File: src/rtl/rv_writeback_arbiter_pkg.sv
// Shared widths, requester indices and the writeback beat payload for the
// writeback arbiter.
package rv_writeback_arbiter_pkg;

    localparam int unsigned UUID_BITS   = 44;
    localparam int unsigned NW_BITS     = 2;
    localparam int unsigned NUM_THREADS = 4;
    localparam int unsigned NR_BITS     = 5;
    localparam int unsigned PC_BITS     = 32;
    localparam int unsigned DATA_BITS   = NUM_THREADS * 32;

    localparam int unsigned WB_REQ_ALU  = 0;
    localparam int unsigned WB_REQ_LSU  = 1;
    localparam int unsigned WB_REQ_CSR  = 2;
    localparam int unsigned WB_REQ_FPU  = 3;
    localparam int unsigned WB_NUM_REQS = 4;

    typedef struct packed {
        logic [UUID_BITS-1:0]   uuid;
        logic [NW_BITS-1:0]     wid;
        logic [NUM_THREADS-1:0] tmask;
        logic [PC_BITS-1:0]     pc;
        logic [NR_BITS-1:0]     rd;
        logic [DATA_BITS-1:0]   data;
        logic                   eop;
    } wb_beat_t;

endpackage

File: src/rtl/rv_rr_arbiter.sv
// Combinational round-robin picker: first active request at or above the
// pointer, wrapping modulo NUM_REQS.
module rv_rr_arbiter
    import rv_writeback_arbiter_pkg::*;
#(
    parameter int unsigned NUM_REQS = WB_NUM_REQS,
    localparam int unsigned IDX_W   = $clog2(NUM_REQS)
) (
    input  logic [NUM_REQS-1:0] i_req,
    input  logic [IDX_W-1:0]    i_rr_ptr,
    output logic [NUM_REQS-1:0] o_grant,
    output logic [IDX_W-1:0]    o_grant_idx,
    output logic                o_grant_valid
);

    logic [IDX_W-1:0] w_pos;

    always_comb begin
        o_grant       = '0;
        o_grant_idx   = '0;
        o_grant_valid = 1'b0;
        w_pos         = i_rr_ptr;
        for (int unsigned k = 0; k < NUM_REQS; k++) begin
            if (!o_grant_valid && i_req[w_pos]) begin
                o_grant_valid  = 1'b1;
                o_grant[w_pos] = 1'b1;
                o_grant_idx    = w_pos;
            end
            w_pos = (w_pos == IDX_W'(NUM_REQS - 1)) ? '0 : w_pos + IDX_W'(1);
        end
    end

endmodule

File: src/rtl/rv_writeback_arbiter.sv
// Writeback arbiter: round-robin across execution units with a per-instruction
// lock so multi-beat writebacks are never interleaved, into one output stage.
module rv_writeback_arbiter
    import rv_writeback_arbiter_pkg::*;
#(
    parameter int unsigned CORE_ID  = 0,
    parameter int unsigned NUM_REQS = WB_NUM_REQS
) (
    input  logic                              clk,
    input  logic                              reset,

    input  logic [NUM_REQS-1:0]               req_valid,
    input  logic [NUM_REQS*UUID_BITS-1:0]     req_uuid,
    input  logic [NUM_REQS*NW_BITS-1:0]       req_wid,
    input  logic [NUM_REQS*NUM_THREADS-1:0]   req_tmask,
    input  logic [NUM_REQS*PC_BITS-1:0]       req_PC,
    input  logic [NUM_REQS*NR_BITS-1:0]       req_rd,
    input  logic [NUM_REQS*DATA_BITS-1:0]     req_data,
    input  logic [NUM_REQS-1:0]               req_eop,
    output logic [NUM_REQS-1:0]               req_ready,

    output logic                              writeback_if_valid,
    output logic [UUID_BITS-1:0]              writeback_if_uuid,
    output logic [NUM_THREADS-1:0]            writeback_if_tmask,
    output logic [NW_BITS-1:0]                writeback_if_wid,
    output logic [PC_BITS-1:0]                writeback_if_PC,
    output logic [NR_BITS-1:0]                writeback_if_rd,
    output logic [DATA_BITS-1:0]              writeback_if_data,
    output logic                              writeback_if_eop,
    input  logic                              writeback_if_ready
);

    localparam int unsigned IDX_W = $clog2(NUM_REQS);

    if (NUM_REQS < 2 || NUM_REQS > 8) begin : g_bad_num_reqs
        $error("rv_writeback_arbiter core %0d: NUM_REQS=%0d outside 2..8", CORE_ID, NUM_REQS);
    end

    logic                r_wb_valid;
    wb_beat_t            r_wb;
    logic                r_lock_valid;
    logic [IDX_W-1:0]    r_lock_idx;
    logic [IDX_W-1:0]    r_rr_ptr;

    logic [NUM_REQS-1:0] w_req_masked;
    logic [NUM_REQS-1:0] w_grant;
    logic [IDX_W-1:0]    w_grant_idx;
    logic                w_grant_valid;
    logic                w_stall;
    logic                w_accept;
    wb_beat_t            w_beat;

    // While an instruction is mid-flight only its owner may be granted.
    always_comb begin
        w_req_masked = req_valid;
        if (r_lock_valid) begin
            w_req_masked = req_valid & (NUM_REQS'(1) << r_lock_idx);
        end
    end

    rv_rr_arbiter #(
        .NUM_REQS (NUM_REQS)
    ) u_rr_arbiter (
        .i_req         (w_req_masked),
        .i_rr_ptr      (r_rr_ptr),
        .o_grant       (w_grant),
        .o_grant_idx   (w_grant_idx),
        .o_grant_valid (w_grant_valid)
    );

    assign w_stall   = r_wb_valid && !writeback_if_ready;
    assign w_accept  = w_grant_valid && !w_stall && reset;
    assign req_ready = w_accept ? w_grant : '0;

    always_comb begin
        w_beat = '0;
        for (int unsigned i = 0; i < NUM_REQS; i++) begin
            if (w_grant[i]) begin
                w_beat.uuid  = req_uuid [i*UUID_BITS   +: UUID_BITS];
                w_beat.wid   = req_wid  [i*NW_BITS     +: NW_BITS];
                w_beat.tmask = req_tmask[i*NUM_THREADS +: NUM_THREADS];
                w_beat.pc    = req_PC   [i*PC_BITS     +: PC_BITS];
                w_beat.rd    = req_rd   [i*NR_BITS     +: NR_BITS];
                w_beat.data  = req_data [i*DATA_BITS   +: DATA_BITS];
                w_beat.eop   = req_eop[i];
            end
        end
    end

    // Control state: output valid, lock and round-robin pointer.
    always_ff @(posedge clk or negedge reset) begin
        if (!reset) begin
            r_wb_valid   <= 1'b0;
            r_lock_valid <= 1'b0;
            r_lock_idx   <= '0;
            r_rr_ptr     <= '0;
        end else begin
            if (!w_stall) begin
                r_wb_valid <= w_accept;
            end
            if (w_accept) begin
                if (w_beat.eop) begin
                    r_lock_valid <= 1'b0;
                    r_rr_ptr     <= (w_grant_idx == IDX_W'(NUM_REQS - 1)) ? '0
                                                                          : w_grant_idx + IDX_W'(1);
                end else begin
                    r_lock_valid <= 1'b1;
                    r_lock_idx   <= w_grant_idx;
                end
            end
        end
    end

    // Payload is only meaningful while r_wb_valid is set, so it carries no reset.
    always_ff @(posedge clk) begin
        if (w_accept) begin
            r_wb <= w_beat;
        end
    end

    assign writeback_if_valid = r_wb_valid;
    assign writeback_if_uuid  = r_wb.uuid;
    assign writeback_if_tmask = r_wb.tmask;
    assign writeback_if_wid   = r_wb.wid;
    assign writeback_if_PC    = r_wb.pc;
    assign writeback_if_rd    = r_wb.rd;
    assign writeback_if_data  = r_wb.data;
    assign writeback_if_eop   = r_wb.eop;

endmodule
File: config.mk
export PLATFORM = sky130hd
export DESIGN_NAME = rv_writeback_arbiter
export DESIGN_NICKNAME = d
export VERILOG_FILES = /design/src/rtl/rv_writeback_arbiter_pkg.sv /design/src/rtl/rv_rr_arbiter.sv /design/src/rtl/rv_writeback_arbiter.sv
export SDC_FILE = /design/constraint.sdc
export NUM_CORES = 1
export LEC_CHECK = 0
export BUFFER_PORTS_ARGS = -buffer_cell sky130_fd_sc_hd__buf_4
export CAP_MARGIN = 10
export CORE_AREA = 3 3 424 426
export DETAILED_ROUTE_END_ITERATION = 16
export DIE_AREA = 0 0 427 429
export PLACE_DENSITY = 0.3
export REMOVE_ABC_BUFFERS = 1
export SKIP_CTS_REPAIR_TIMING = 1
export SLEW_MARGIN = 40
export SYNTH_ARGS = -nofsm -noshare
export SYNTH_HDL_FRONTEND = slang
export SYNTH_HIERARCHICAL = 1
export SYNTH_SLANG_ARGS = --single-unit
File: constraint.sdc
create_clock -name clk -period 17.25 [get_ports clk]
set_input_delay 3.45 -clock clk [delete_from_list [all_inputs] [get_ports clk]]
set_output_delay 3.45 -clock clk [all_outputs]
set_load 0.005 [all_outputs]
Word-level counts from Yosys, hierarchy flattened. Index checks and enable logic that the tools add are counted.

Bits of input ports: 871. Output and inout port bits: 221. Word-level logic and storage cells: 89. Register bits after elaboration: 222.

Shift operators: 1. $add $sub $neg: 4. Multiplexer cells: 39. Bitwise gates (word level): 5. Reductions and logical operators: 17. Equality and inequality tests: 4. $lt $le $gt $ge: 8.

Operators by type and width (number): two-way mux 216 bit (4); two-way mux 4 bit (6); two-way mux 2 bit (8); two-way mux 1 bit (13); less-than comparator 2 x 3 -> 1 bit (second input constant) (4); OR 4 bit (3); logical AND 1 bit (10); adder 2 x 1 -> 2 bit (second input constant) (4); binary-select mux 1 bit (select 2 bit) (4); demux 1 bit (select 2 bit) (4); == test 2 bit (second input constant) (4); greater-or-equal comparator 2 x 1 -> 1 bit (second input constant) (4); logical NOT 1 bit (5); AND 4 bit (1); AND reduction 2 bit (2); left shift 1 x 2 -> 4 bit (first input constant) (1); inverter 1 bit (1).

Depth between registers and ports, before layout. Gate-level depths: netlist of run 1.

Depth in word-level cells: 21. Depth in mapped cells: 15.

By module. Netlist of run 1, hierarchy kept.

By module, submodules not included: rv_writeback_arbiter (cells an instance 1260, seq. area each 6636.4 um^2, area each 14564.0 um^2, instances 1); rv_rr_arbiter (cells an instance 87, seq. area each 0.0 um^2, area each 589.3 um^2, instances 1).

Worst setup path after synthesis of run 1. No wires, ideal clock.

Path type: input to output. From: input port req_valid[2]. To: output port req_ready[0]. Required time: 13.800 ns. Slack: 4.415 ns. Stages: 7. Arrival: 9.385 ns. Path buffers: 0. Cells stage by stage: a21boi_0 mux4_2 clkinv_2 nand4_1 nand3_1 inv_1 and2_1.

Cells in the longest elaborated chain, start to end: 17. Elaborated cells on any way between the ends: 30.

RTL lines: start: declaration (RTL line rv_writeback_arbiter.sv:12) `input logic [NUM_REQS-1:0] req_valid,`; AND 4 bit (RTL line rv_writeback_arbiter.sv:57) `w_req_masked = req_valid & (NUM_REQS'(1) << r_lock_idx);`; two-way mux 4 bit (*) (RTL line rv_writeback_arbiter.sv:56) `if (r_lock_valid) begin`; binary-select mux 1 bit (select 2 bit) (RTL line rv_rr_arbiter.sv:24) `if (!o_grant_valid && i_req[w_pos]) begin`; two-way mux 1 bit (implied by the code) (RTL line rv_rr_arbiter.sv:24); two-way mux 1 bit (RTL line rv_rr_arbiter.sv:24); logical NOT 1 bit (RTL line rv_rr_arbiter.sv:24); logical AND 1 bit (RTL line rv_rr_arbiter.sv:24); two-way mux 1 bit (RTL line rv_rr_arbiter.sv:24); [... 2 more ...]; two-way mux 1 bit (RTL line rv_rr_arbiter.sv:24); logical NOT 1 bit (RTL line rv_rr_arbiter.sv:24); logical AND 1 bit (RTL line rv_rr_arbiter.sv:24); two-way mux 1 bit (*) (RTL line rv_rr_arbiter.sv:24); named net w_grant_valid (RTL line rv_writeback_arbiter.sv:48) `logic w_grant_valid;`; logical AND 1 bit (*) (2 in series) (RTL line rv_writeback_arbiter.sv:72) `assign w_accept = w_grant_valid && !w_stall && reset;`; named net w_accept (RTL line rv_writeback_arbiter.sv:50) `logic w_accept;`; two-way mux 4 bit (*) (RTL line rv_writeback_arbiter.sv:73) `assign req_ready = w_accept ? w_grant : '0;`; end: declaration (RTL line rv_writeback_arbiter.sv:20) `output logic [NUM_REQS-1:0] req_ready,`.

Mark *: on every way through the listed nets, which the timed path passes. The rest lies on a longest branch. The select of a mux whose other input is x is not followed.

Final worst setup path of run 1.
From: input port req_valid[3]. To: output port req_ready[3].

Cells in the longest elaborated chain, start to end: 17. Elaborated cells on any way between the ends: 30.

RTL lines: AND 4 bit (RTL line rv_writeback_arbiter.sv:57); two-way mux 4 bit (*) (RTL line rv_writeback_arbiter.sv:56); named net w_req_masked[3] (RTL line rv_writeback_arbiter.sv:45) `logic [NUM_REQS-1:0] w_req_masked;`; binary-select mux 1 bit (select 2 bit) (RTL line rv_rr_arbiter.sv:24); two-way mux 1 bit (implied by the code) (RTL line rv_rr_arbiter.sv:24); two-way mux 1 bit (RTL line rv_rr_arbiter.sv:24); logical NOT 1 bit (RTL line rv_rr_arbiter.sv:24); logical AND 1 bit (RTL line rv_rr_arbiter.sv:24); [... 3 more ...]; two-way mux 1 bit (RTL line rv_rr_arbiter.sv:24); logical NOT 1 bit (RTL line rv_rr_arbiter.sv:24); logical AND 1 bit (RTL line rv_rr_arbiter.sv:24); two-way mux 1 bit (*) (RTL line rv_rr_arbiter.sv:24); named net w_grant_valid (RTL line rv_writeback_arbiter.sv:48); logical AND 1 bit (*) (2 in series) (RTL line rv_writeback_arbiter.sv:72); named net w_accept (RTL line rv_writeback_arbiter.sv:50); two-way mux 4 bit (*) (RTL line rv_writeback_arbiter.sv:73).

Marked as above.

==> impl_metrics.ini, run 1 <==
[worst_setup_path]
timing.rr.start = r_rr_ptr[0]$_DFFE_PN0P_
endpoint_kind = output port
r2r_cells = 13
critical_path_arrival_ps = 6610
setup.worst_path.start = req_valid[3]
crit_path_cell_trace = buf_4 -> a21boi_1 -> mux2i_1 -> nand2_1 -> o21ai_0 -> nand4_1 -> nand3_1 -> inv_8 -> buf_4 -> and2_1 -> buf_4
crit_path_top_delay_cell = buf_4
cp_num_cells = 11
critical_path.max_fanout = 44
startpoint_to_endpoint_class_of_the_critical_path = in2out
worst-endpoint-required_ps = 13800
worst_path_dominant_cell_family = buffers and inverters
worst_path_most_repeated_cell = buf_4
reg2reg_slack_ps = 11140
critPathBufInv = 4
timing.rr.end = writeback_if_data[23]$_DFFE_PN_
crit_end = req_ready[3]
setup.worst_path.start_class = input port
crit_path_max_incr_delay_ps = 630

[synthesis]
synth_seq_cells = 222
synth_top_area_share_pct = 42.8
synth-edff-count = 216
sequential_cell_area_fraction_in_the_yosys_report_pct = 43.8
yosys_warnings = 6
ys_top_cells_by_area = edfxtp_1 43%, a221oi_2 13%, nor2b_1 8.9%
synth.lib_cells_used.distinct = 51
post_synth_inst_count = 1347
ys_async_sr_fraction_pct = 2.70
synthDominantAreaCellType = edfxtp_1
synthesis.area_mm2 = 0.0152
flip_flop_cell_with_the_highest_count_after_synthesis = edfxtp_1
syn-mean-instance-area_um2 = 11.2

[floorplan]
rows = 154
fp.dieArea_mm2 = 0.183
io_pins = 1092
fp.coreArea_mm2 = 0.176
floorplan.initialDensity_pct = 8.60
chip_width_um = 427
die_h_um = 429

[detailed_routing]
route.detailed.vias_per_inst = 3.35
drc = 0
route.antenna.remaining_nets = 0
wl_per_cell_um = 25.3
firstDrtPassIters = 5
top_signal_layer_used = met5
vias = 15800
wl_met3_um = 9670
routed-wl-met2_um = 60600
detail_route.iter0.violations = 800
postRouteWirelength_um = 120000
wirelength_met1_um = 46500

[global_route]
groute.usage.overall_pct = 12.3
grt_overflow = 0
grt_first_pass_wirelength_um = 153000
grt_pass1_vias = 16500
antenna_violations_before_repair = 14
grt_start_max_net_pins = 162

[sta]
hold_violations = 0
post-route-period-util_pct = 58.3
slew_headroom_pct = 34.7
actual_transition_at_the_worst_max_transition_pin_ps = 980
fmaxAchievable_ghz = 0.0994
finalWorstPathRequiredPeriod_ps = 10060
maxSlewViolCount = 0
timing.final.setup_violations = 0
skew_ps = 36.7
finalHoldWorstSlack_ps = 522
grt_setup_unrepaired = no
final.setup.worst_slack_ps = 7190

[power]
power_leakage_nw = 10.4
vdd_drop_max_mv = 0.153
power-per-cell-area_mw_per_mm2 = 265

[place]
gp_routability_congestion = 0.838
portBuffers = 1091
post-dp-hpwl_um = 98200
dpl_worst_slack_ps = 7220

[hold_path]
worst_hold_path_type = reg2reg

[clock_tree]
cts_root_buf = clkbuf_16
cts-buffers-inserted = 38
worst_skew_pair.late_latency_ps = 600
cts_max_level = 2
clock_sinks = 222
cts_buffer_depth = 3
cts_tree = yes
clk_pin_slew_ps = 50

[flow_run]
drv_cap = 0

[cells_and_area]
nets = 3233
syn2layout_area_growth_pct = 78.8
utilization_pct = 15.4
fraction_of_layout_instances_using_a_drive_strength_above_1_pct = 59.0

[outcome]
status = finished, final reports clean
[layout by cell type, fill, tap and decap left out, types with 8 or more instances in the layout]
cell / n
clkbuf_16: 39
o31ai_1: 132
edfxtp_1: 216
inv_1: 9
a221oi_2: 133
nor2b_1: 214
buf_4: 1108
clkinv_1: 9
a221oi_1: 81
o31ai_2: 83
nand2_1: 231
ha_1: 8
[per-stage QoR]
step | cells | TNS [ps] | power [mW] | instance area (µm²)
2_1_floorplan | 1195 | -2522600 | 5.19 | 14300
3_3_place_gp | 4650 | 0 | 6.54 | 25700
3_5_place_dp | 4652 | 0 | 6.53 | 25700
4_1_cts | 4720 | 0 | 7.43 | 27000
5_1_grt | 4726 | 0 | 7.76 | 27100
6_report | 4728 | 0 | 7.19 | 27100
[state kept, by name (all words and copies together), names as in the netlist]
name	flops
writeback_if_eop	1
r_rr_ptr	2
writeback_if_wid	2
writeback_if_PC	32
writeback_if_valid	1
writeback_if_tmask	4
writeback_if_rd	5
r_lock_idx	2
writeback_if_data	128
writeback_if_uuid	44
r_lock_valid	1
[cells by family (layout without fill, tap and decap cells)]
| kind of cell | count (synthesis) | count (layout) | share of synthesized area [%] |
|---|---|---|---|
| AO/OA/AOI/OAI | 466 | 466 | 33.1 |
| adder cells (fa/ha/maj) | 8 | 8 | 0.661 |
| flip-flops | 222 | 222 | 43.8 |
| multiplexers | 7 | 7 | 0.586 |
| AND/OR/NAND/NOR | 481 | 481 | 16.0 |
| buffers and inverters | 163 | 1198 | 5.86 |
| other | 0 | 6 | 0 |
[routing by layer]
layer	global-route usage, %	vias to the layer above
met5	0	-
met4	3.09	10
met3	4.31	108
met2	21.8	571
met1	14.0	7796
li1	-	7333
[synth_stat cells, drive strengths merged (2+ instances only)]
cell      n
a21boi    3
a21oi     7
a221o     4
a221oi  215
a31oi     2
and2      5
buf      78
clkbuf   74
dfrtp     6
edfxtp  216
ha        8
inv      10
mux2      5
nand2   233
nand2b    5
nand3     2
nand3b    2
nand4     2
nor2      8
nor2b   215
nor3      3
nor4b     2
o21ai     9
o31ai   215
[report_power, final]
part / internal, mW / total, mW / switching, mW
clock network: 0.503 / 0.827 / 0.324
registers: 1.24 / 1.42 / 0.182
logic: 1.95 / 4.94 / 2.99
total: 3.69 / 7.19 / 3.50
[worst min-delay path by stage]
stage / cells after the start / to / slack, ps / start
6_report: 2 / writeback_if_valid$_DFFE_PN0N_ / 520 / writeback_if_valid$_DFFE_PN0N_
3_5_place_dp: 2 / writeback_if_valid$_DFFE_PN0N_ / 530 / writeback_if_valid$_DFFE_PN0N_
2_1_floorplan: 2 / writeback_if_valid$_DFFE_PN0N_ / 490 / writeback_if_valid$_DFFE_PN0N_
5_1_grt: 2 / writeback_if_valid$_DFFE_PN0N_ / 600 / writeback_if_valid$_DFFE_PN0N_
4_1_cts: 2 / writeback_if_valid$_DFFE_PN0N_ / 540 / writeback_if_valid$_DFFE_PN0N_
3_3_place_gp: 2 / writeback_if_valid$_DFFE_PN0N_ / 510 / writeback_if_valid$_DFFE_PN0N_
[cell type report]
type                    instances  area, µm²
repair buffers               1119       8510
inverters                      11       50.0
clock inverters                23        279
well taps                    2340       2930
multi-input cells             962       7670
fillers                     19900     149000
clock buffers                  45        998
flip-flops and latches        222       6640
diodes                          6       15.0
[tightest hold or removal path, cell delays in order, from the launching register on]
cell and delay [ps]:
dfrtp_1 350, nand2b_1 80, nand2_1 60
(Power assumes the default switching activity.)
==> inputs of run 2 (changes only) <==
--- a/config.mk
+++ b/config.mk
@@ -7,9 +7,9 @@
 export LEC_CHECK = 0
 export BUFFER_PORTS_ARGS = -buffer_cell sky130_fd_sc_hd__buf_4
 export CAP_MARGIN = 10
-export CORE_AREA = 3 3 424 426
+export CORE_AREA = 3 3 423 425
 export DETAILED_ROUTE_END_ITERATION = 16
-export DIE_AREA = 0 0 427 429
+export DIE_AREA = 0 0 426 428
 export PLACE_DENSITY = 0.3
 export REMOVE_ABC_BUFFERS = 1
 export SKIP_CTS_REPAIR_TIMING = 1
==> constraint.sdc (replaced) <==
create_clock -name clk -period 9.25 [get_ports clk]
set_input_delay 1.85 -clock clk [delete_from_list [all_inputs] [get_ports clk]]
set_output_delay 1.85 -clock clk [all_outputs]
set_load 0.005 [all_outputs]
==> run 2 against run 1 <==
Against the previous run: combinational power is 82% higher; worst setup slack lost 4500 ps; clock-buffer cell count is 1 higher; cell count about the same; global-route usage grew 0.17 points; largest cell class unchanged.
==> impl_metrics.ini, run 2 (synthesis gave the netlist of run 1 again) <==
[outcome]
status = finished, final reports clean

[sta]
fmaxAchievable_ghz = 0.152
skew_ps = 29.1
post-route-period-util_pct = 71.1
finalWorstPathRequiredPeriod_ps = 6580
slew_headroom_pct = 40.9
grt_setup_unrepaired = no
final.setup.worst_slack_ps = 2670
actual_transition_at_the_worst_max_transition_pin_ps = 887
hold_violations = 0
maxSlewViolCount = 0
timing.final.setup_violations = 0

[floorplan]
fp.dieArea_mm2 = 0.182
chip_width_um = 426
io_pins = 1092
die_h_um = 428
floorplan.initialDensity_pct = 8.62
fp.coreArea_mm2 = 0.176
rows = 154

[clock_tree]
worst_skew_pair.late_latency_ps = 610
cts_max_level = 2
cts-buffers-inserted = 39
clk_pin_slew_ps = 50
cts_tree = yes
cts_buffer_depth = 3
clock_sinks = 222
cts_root_buf = clkbuf_16

[cells_and_area]
nets = 3234
syn2layout_area_growth_pct = 78.2
seq_area_mm2 = 0.00664
final_cell_area_mm2 = 0.0270
final.fill_count = 19900
most_frequent_standard_cell_in_the_layout_excluding_fill_and_tap_cells = buf_4
utilization_pct = 15.4
fraction_of_layout_instances_using_a_drive_strength_above_1_pct = 58.8
final_cell_mix = 1106 x buf_4, 231 x nand2_1, 216 x edfxtp_1
multi_input_comb_area_mm2 = 0.00767
largest_register_ff_count = 128

[worst_setup_path]
startpoint_to_endpoint_class_of_the_critical_path = in2out
crit_end = req_ready[1]
worst-endpoint-required_ps = 7400
setup.worst_path.start_class = input port
timing.rr.end = writeback_if_data[18]$_DFFE_PN_
timing.rr.start = r_rr_ptr[0]$_DFFE_PN0P_
r2r_cells = 11
critical_path.max_fanout = 54
critical_path_arrival_ps = 4730
setup.worst_path.start = req_valid[3]
reg2reg_slack_ps = 4140
endpoint_kind = output port

[detailed_routing]
wl_per_cell_um = 25.5
detail_route.iter0.violations = 872
drc = 0
route.antenna.remaining_nets = 0
firstDrtPassIters = 5
route.detailed.vias_per_inst = 3.41
vias = 16200
postRouteWirelength_um = 121000

[place]
gp_routability_congestion = 0.871
dpl_worst_slack_ps = 2540
portBuffers = 1091
placement.cell_area_mm2 = 0.0258
post-dp-hpwl_um = 98000

[global_route]
groute.usage.overall_pct = 12.5
grt_pass1_vias = 16700
grt_first_pass_wirelength_um = 155000
grt_start_max_net_pins = 148
antenna_violations_before_repair = 33
grt_overflow = 0

[power]
power_leakage_nw = 10.4
power-per-cell-area_mw_per_mm2 = 486
vdd_drop_max_mv = 0.352

[flow_run]
drv_cap = 0

[hold_path]
worst_hold_path_type = reg2reg
run 2: worst min path at each step:
stage / from / to / depth (start not counted)
floorplan: writeback_if_valid$_DFFE_PN0N_ / writeback_if_valid$_DFFE_PN0N_ / 2
CTS: writeback_if_valid$_DFFE_PN0N_ / writeback_if_valid$_DFFE_PN0N_ / 2
detailed placement: writeback_if_valid$_DFFE_PN0N_ / writeback_if_valid$_DFFE_PN0N_ / 2
finish: writeback_if_valid$_DFFE_PN0N_ / writeback_if_valid$_DFFE_PN0N_ / 2
global route: r_lock_idx[0]$_DFFE_PN0P_ / r_lock_idx[0]$_DFFE_PN0P_ / 1
global placement: writeback_if_valid$_DFFE_PN0N_ / writeback_if_valid$_DFFE_PN0N_ / 2
run 2: layout make-up:
cell class / count / share of cell area [%]
repair buffers: 1119 / 31.7
multi-input cells: 962 / 28.4
clock inverters: 21 / 0.417
inverters: 11 / 0.185
diodes: 11 / 0.102
flip-flops and latches: 222 / 24.6
clock buffers: 46 / 3.79
well taps: 2340 / 10.8
run 2: metrics by stage:
step	setup TNS (ps)	hold WS [ps]	std cells	total power [mW]
floorplan	-3929540	489	1195	7.18
global placement	0	545	4651	12.0
detailed placement	0	550	4651	12.0
CTS	0	560	4718	13.5
global route	0	588	4732	14.1
finish	0	551	4732	13.1
run 2: worst max-delay path: stages:
cell	delay (ps)
buf_4	80
a21boi_1	550
mux4_2	550
clkinv_2	120
nand4_1	130
nand3_1	260
inv_8	430
and2_1	430
buf_4	230
run 2: report_power, final:
part           leakage, nW  internal [mW]  switching, mW
clock                0.548          0.783          0.602
sequential            2.15           2.31          0.421
combinational         7.66           3.67           5.32
total                 10.4           6.77           6.34
run 2: metal layers:
metal  wire [µm]  GRT usage (%)
met3        8690           3.67
met4        2780           3.88
met2       59900           21.3
met5          55              0
met1       49300           15.0
